==> src/rtl/traffic_pkg.sv <==
// traffic_pkg: phase encodings, lamp patterns and width helper for the traffic sequencer
package traffic_pkg;
  localparam logic [2:0] ALL_RED_2   = 3'd0;
  localparam logic [2:0] MAIN_GREEN  = 3'd1;
  localparam logic [2:0] MAIN_YELLOW = 3'd2;
  localparam logic [2:0] ALL_RED_1   = 3'd3;
  localparam logic [2:0] SIDE_GREEN  = 3'd4;
  localparam logic [2:0] SIDE_YELLOW = 3'd5;
  localparam logic [2:0] PED_WALK    = 3'd6;
  localparam logic [2:0] RED = 3'b100;
  localparam logic [2:0] YEL = 3'b010;
  localparam logic [2:0] GRN = 3'b001;
  function automatic int cnt_w(input int n);
    return n > 1 ? $clog2(n) : 1;
  endfunction
endpackage

==> src/rtl/traffic_phase_sequencer_tick_gen.sv <==
// tick_gen: prescaler producing a one-cycle tick every TICK_DIV clocks
module tick_gen #(
  parameter int TICK_DIV = 50_000_000
) (
  input  logic clock_in,
  input  logic reset,
  output logic tick
);
  localparam int W = TICK_DIV > 1 ? $clog2(TICK_DIV) : 1;
  logic [W-1:0] cnt;
  assign tick = cnt == W'(TICK_DIV - 1);
  always_ff @(posedge clock_in)
    if (reset) cnt <= '0;
    else cnt <= tick ? '0 : cnt + 1'b1;
endmodule

==> src/rtl/traffic_phase_sequencer.sv <==
// traffic_phase_sequencer: tick-timed Moore FSM for main/side lights with pedestrian walk
module traffic_phase_sequencer
  import traffic_pkg::*;
#(
  parameter int TICK_DIV  = 50_000_000,
  parameter int MIN_GREEN = 10,
  parameter int YELLOW_T  = 3,
  parameter int ALLRED_T  = 1,
  parameter int SIDE_T    = 8,
  parameter int WALK_T    = 6
) (
  input  logic       clock_in,
  input  logic       reset,
  input  logic       side_car,
  input  logic       ped_req,
  output logic       ped_ack,
  output logic [2:0] main_light,
  output logic [2:0] side_light,
  output logic       walk,
  output logic       tick,
  output logic [2:0] phase
);
  localparam int M1 = MIN_GREEN > YELLOW_T ? MIN_GREEN : YELLOW_T;
  localparam int M2 = ALLRED_T > SIDE_T ? ALLRED_T : SIDE_T;
  localparam int M3 = M1 > M2 ? M1 : M2;
  localparam int MAXD = M3 > WALK_T ? M3 : WALK_T;
  localparam int TW = cnt_w(MAXD);
  logic [2:0] state, nxt;
  logic [TW-1:0] timer, last;
  logic ped_pending, done, enter_walk;
  tick_gen #(.TICK_DIV(TICK_DIV)) u_tick (
    .clock_in(clock_in),
    .reset(reset),
    .tick(tick)
  );
  always_comb begin
    last = state == MAIN_GREEN ? TW'(MIN_GREEN - 1) :
           (state == MAIN_YELLOW || state == SIDE_YELLOW) ? TW'(YELLOW_T - 1) :
           state == SIDE_GREEN ? TW'(SIDE_T - 1) :
           state == PED_WALK ? TW'(WALK_T - 1) : TW'(ALLRED_T - 1);
    done = tick && timer == last;
    // MAIN_GREEN with no demand maps to itself, which holds the timer saturated
    nxt = state == ALL_RED_2   ? MAIN_GREEN :
          state == MAIN_GREEN  ? ((side_car || ped_pending) ? MAIN_YELLOW : MAIN_GREEN) :
          state == MAIN_YELLOW ? ALL_RED_1 :
          state == ALL_RED_1   ? (ped_pending ? PED_WALK : SIDE_GREEN) :
          state == SIDE_GREEN  ? SIDE_YELLOW : ALL_RED_2;
    enter_walk = done && state == ALL_RED_1 && ped_pending;
  end
  always_ff @(posedge clock_in)
    if (reset) begin
      state       <= ALL_RED_2;
      timer       <= '0;
      ped_pending <= 1'b0;
      ped_ack     <= 1'b0;
    end else begin
      ped_pending <= ped_req | (ped_pending & ~enter_walk);
      ped_ack     <= enter_walk;
      if (state > PED_WALK) begin
        state <= ALL_RED_2;
        timer <= '0;
      end else if (done) begin
        if (nxt != state) begin
          state <= nxt;
          timer <= '0;
        end
      end else if (tick) timer <= timer + 1'b1;
    end
  assign main_light = state == MAIN_GREEN ? GRN : state == MAIN_YELLOW ? YEL : RED;
  assign side_light = state == SIDE_GREEN ? GRN : state == SIDE_YELLOW ? YEL : RED;
  assign walk = state == PED_WALK;
  assign phase = state;
endmodule

==> config.mk <==
export PLATFORM = sky130hd
export DESIGN_NAME = traffic_phase_sequencer
export DESIGN_NICKNAME = d
export VERILOG_FILES = /design/src/rtl/traffic_pkg.sv /design/src/rtl/traffic_phase_sequencer_tick_gen.sv /design/src/rtl/traffic_phase_sequencer.sv
export SDC_FILE = /design/constraint.sdc
export NUM_CORES = 1
export LEC_CHECK = 0
export CORE_UTILIZATION = 30
export DETAILED_ROUTE_END_ITERATION = 7
export GPL_TIMING_DRIVEN = 0
export SETUP_SLACK_MARGIN = 0.2
export SYNTH_ARGS = -nofsm -noshare
export SYNTH_HDL_FRONTEND = slang
export SYNTH_SLANG_ARGS = --single-unit
==> constraint.sdc <==
create_clock -name clock_in -period 2.4 [get_ports clock_in]
set_clock_uncertainty 0.2 [all_clocks]
set_input_delay 0.24 -clock clock_in [delete_from_list [all_inputs] [get_ports clock_in]]
set_output_delay 0.24 -clock clock_in [all_outputs]
set_load 0.01 [all_outputs]
==> results of run 1 <==
[cell usage in the layout (no fill, tap or decap), types with 9 or more instances in the layout]
cell type	instances
nor2_1	33
dfxtp_1	24
nand2_1	17
buf_4	15
xnor2_1	15
nor3_1	11
dfxtp_2	10
xor2_1	9
clkdlybuf4s50_1	9
[metal layers]
| metal | track usage | up-vias |
|---|---|---|
| met2 | 0.231 | 35 |
| met5 | 0 | - |
| met3 | 0.0303 | 7 |
| met1 | 0.176 | 782 |
| li1 | - | 847 |
| met4 | 0.0589 | 0 |
[registers in the layout (all words and copies together) (netlist names)]
name	cells
phase	3
ped_ack	1
timer	4
u_tick.cnt	26
ped_pending	1
[power by group]
| part | leakage [nW] | switching (mW) | internal [mW] |
|---|---|---|---|
| Clock | 0.0470 | 0.202 | 0.225 |
| Combinational | 0.534 | 0.0536 | 0.0533 |
| Sequential | 0.288 | 0.00658 | 0.588 |
[how the worst min path moves through the flow]
| stage | start | to | slack, ns | depth (start not counted) |
|---|---|---|---|---|
| 3_3_place_gp | u_tick.cnt[0] | u_tick.cnt[0] | 0.23 | 1 |
| 2_1_floorplan | ped_req | ped_pending | 0.21 | 2 |
| 5_1_grt | reset | u_tick.cnt[2] | 0.17 | 2 |
| 4_1_cts | reset | u_tick.cnt[2] | 0.14 | 2 |
| 6_report | reset | u_tick.cnt[2] | 0.15 | 2 |
| 3_5_place_dp | u_tick.cnt[0] | u_tick.cnt[0] | 0.24 | 1 |
[final cells by class]
class / instances / area, sq um
clock inverters: 1 / 5.00
repair buffers: 30 / 268
clock buffers: 6 / 82.6
fillers: 612 / 3480
inverters: 9 / 38.8
flip-flops and latches: 35 / 717
plain buffers: 11 / 88.8
multi-input cells: 165 / 1180
well taps: 75 / 93.8
[kinds of logic (layout without fill, tap and decap cells)]
| family | count (synthesis) | in the layout | share of synthesized area |
|---|---|---|---|
| and+or+nand+nor | 116 | 116 | 0.346 |
| DFF | 35 | 35 | 0.374 |
| xor gates and xnor gates | 24 | 24 | 0.112 |
| AOI/OAI and AO/OA | 22 | 22 | 0.0996 |
| buffers and inverters | 20 | 57 | 0.0488 |
| adders and majority gates | 2 | 2 | 0.0134 |
| muxes | 1 | 1 | 0.00535 |
[critical path, cell delays in order, from the launching register on]
cell      delay [ns]
dfxtp_2         0.35
ha_4            0.14
and4_4          0.21
nand4_1         0.14
or3_1           0.36
buf_8           0.15
clkinv_4        0.05
buf_6           0.09
[stage by stage]
stage	std cells	util	setup slack (ns)	setup TNS (ns)	area, sq um
after floorplan	220	-	0.206	0	1880
after global routing	332	0.415	0.0651	0	2470
after CTS	327	0.390	0.136	0	2320
final	332	0.415	0.195	0	2470
after global placement	309	0.354	-0.277	-3.06	2110
after detailed placement	309	0.354	-0.268	-2.57	2110
[cell usage after synthesis (3+ instances only)]
library cell  instances
o21ai_0               3
inv_1                 9
and4_1                6
a21oi_1               4
nand4_1               6
nand3_1               7
nor3b_1               3
a31oi_1               3
xnor2_1              15
nor2_1               33
and2_1                5
or3_1                 3
clkbuf_1              5
xor2_1                9
nand2_1              18
o21bai_1              3
nor4_1                3
dfxtp_1              35
buf_2                 4
nor3_1               13
[what timing repair did]
item	in CTS	in global routing
gates resized for setup	30	29
buffers inserted	11	5
endpoints found under the setup margin	33	29
pin swaps	7	8
==> results.py, run 1 <==
metrics = {
    "logic_synthesis": {
        "ys_seq_elements": 35,
        "ys_seq_area_frac": 0.374,
        "synth.cell_area_sq_mm": 0.00187,
        "yosys_most_used_dff": "dfxtp_1",
        "synth_top_area_share": 0.374,
        "synth_cell_types": 47,
        "syn_area_per_cell_sq_um": 8.51,
        "synth_nets": 226,
        "synth_area_leaders": "dfxtp_1 37%, xnor2_1 7.0%, nor2_1 6.6%",
        "async_flop_share": 0,
        "yosys.area.top_type": "dfxtp_1",
        "synth-edff-count": 0,
        "synth_warnings": 0,
        "synthCells": 220,
    },
    "sta": {
        "hold_viol_final": 0,
        "clock.fmax_mhz": 454,
        "period_needed_ns": 2.20,
        "finalSetupViolCount": 0,
        "timing.final.max_slew_violations": 0,
        "slew-limit-headroom": 0.425,
        "hold_ws_ns": 0.152,
        "worstMarginPinSlew_ns": 0.856,
        "fin_crit_sh": 0.919,
        "rsz0062_at_grt": "true",
    },
    "floorplanning": {
        "die_h_um": 81.0,
        "start_util": 0.314,
        "die_area_sq_mm": 0.00656,
        "core_sq_mm": 0.00596,
        "die_w_um": 81.0,
        "ios": 16,
        "fp-row-count": 28,
    },
    "detailed_routing": {
        "wl_per_cell_um": 12.8,
        "drc": 0,
        "routed_via_density": 5.03,
        "top_layer": "met4",
        "wl_met1_mm": 1.96,
        "met2_length_mm": 2.05,
        "drt-initial-drc-count": 56,
        "vias": 1671,
        "drt_first_pass_iters": 4,
        "drt.antenna.violating_nets": 0,
        "wirelength_mm": 4.24,
        "wl_met3_um": 163,
    },
    "power_and_ir_drop": {
        "p_total_mw": 1.13,
        "vdd_drop_max_v": 0.000372,
        "power.density_mw_per_mm2": 456,
        "leakage_nw": 0.869,
    },
    "final_layout": {
        "antenna_cells": 0,
        "fin_nets": 263,
        "syn_to_final_growth_pct": 32.2,
        "drive_gt1_frac": 0.249,
    },
    "cts": {
        "clock_latency_ns": 0.28,
        "postCtsHoldBufs": 0,
        "clk_pin_slew_ns": 0.07,
        "tritoncts": "built",
        "htree_levels": 2,
        "cts.sinks": 35,
        "cts_root_buffer": "clkbuf_8",
        "clockBufferDepth": 2,
        "cts_made_buffers": 5,
    },
    "setup_path": {
        "cp.required_ns": 1.96,
        "end_kind": "output pin",
        "reg2reg_to": "phase[0]",
        "startpoint": "u_tick.cnt[0]",
        "r2r_start": "u_tick.cnt[0]",
        "arrival_ns": 1.76,
        "reg2reg_depth": 7,
        "start_kind": "flip-flop",
        "worstSetupEndpoint": "tick",
        "cp_max_fo": 5,
        "critPathKind": "flip-flop to output pin",
        "r2r_slack_ns": 0.20,
    },
    "placement": {
        "port-buffer-count": 14,
        "dp_hpwl_mm": 2.82,
        "place_congestion": 0.735,
    },
    "global_routing": {
        "antenna_found_initial": 0,
        "grt_pass1_wl_mm": 7.09,
        "grt_overflow_total": 0,
        "grt_pass1_vias": 1514,
        "grt_max_degree": 11,
        "grt_usage": 0.140,
    },
    "hold_path": {
        "hold_path_class": "primary input to flip-flop",
    },
    "run": {
        "max-cap-violations": 0,
    },
    "run_status": {
        "status": "completed",
    },
}
No activity file was read; power rests on OpenSTA's default activity.
==> inputs of run 2 (changes only) <==
--- a/config.mk
+++ b/config.mk
@@ -6,9 +6,11 @@
 export NUM_CORES = 1
 export LEC_CHECK = 0
 export CORE_UTILIZATION = 30
+export CTS_CLUSTER_SIZE = 10
 export DETAILED_ROUTE_END_ITERATION = 7
 export GPL_TIMING_DRIVEN = 0
 export SETUP_SLACK_MARGIN = 0.2
+export SKIP_LAST_GASP = 1
 export SYNTH_ARGS = -nofsm -noshare
 export SYNTH_HDL_FRONTEND = slang
 export SYNTH_SLANG_ARGS = --single-unit
==> results of run 2 <==
Final layout, timing and power as in run 1 (identical DEF).
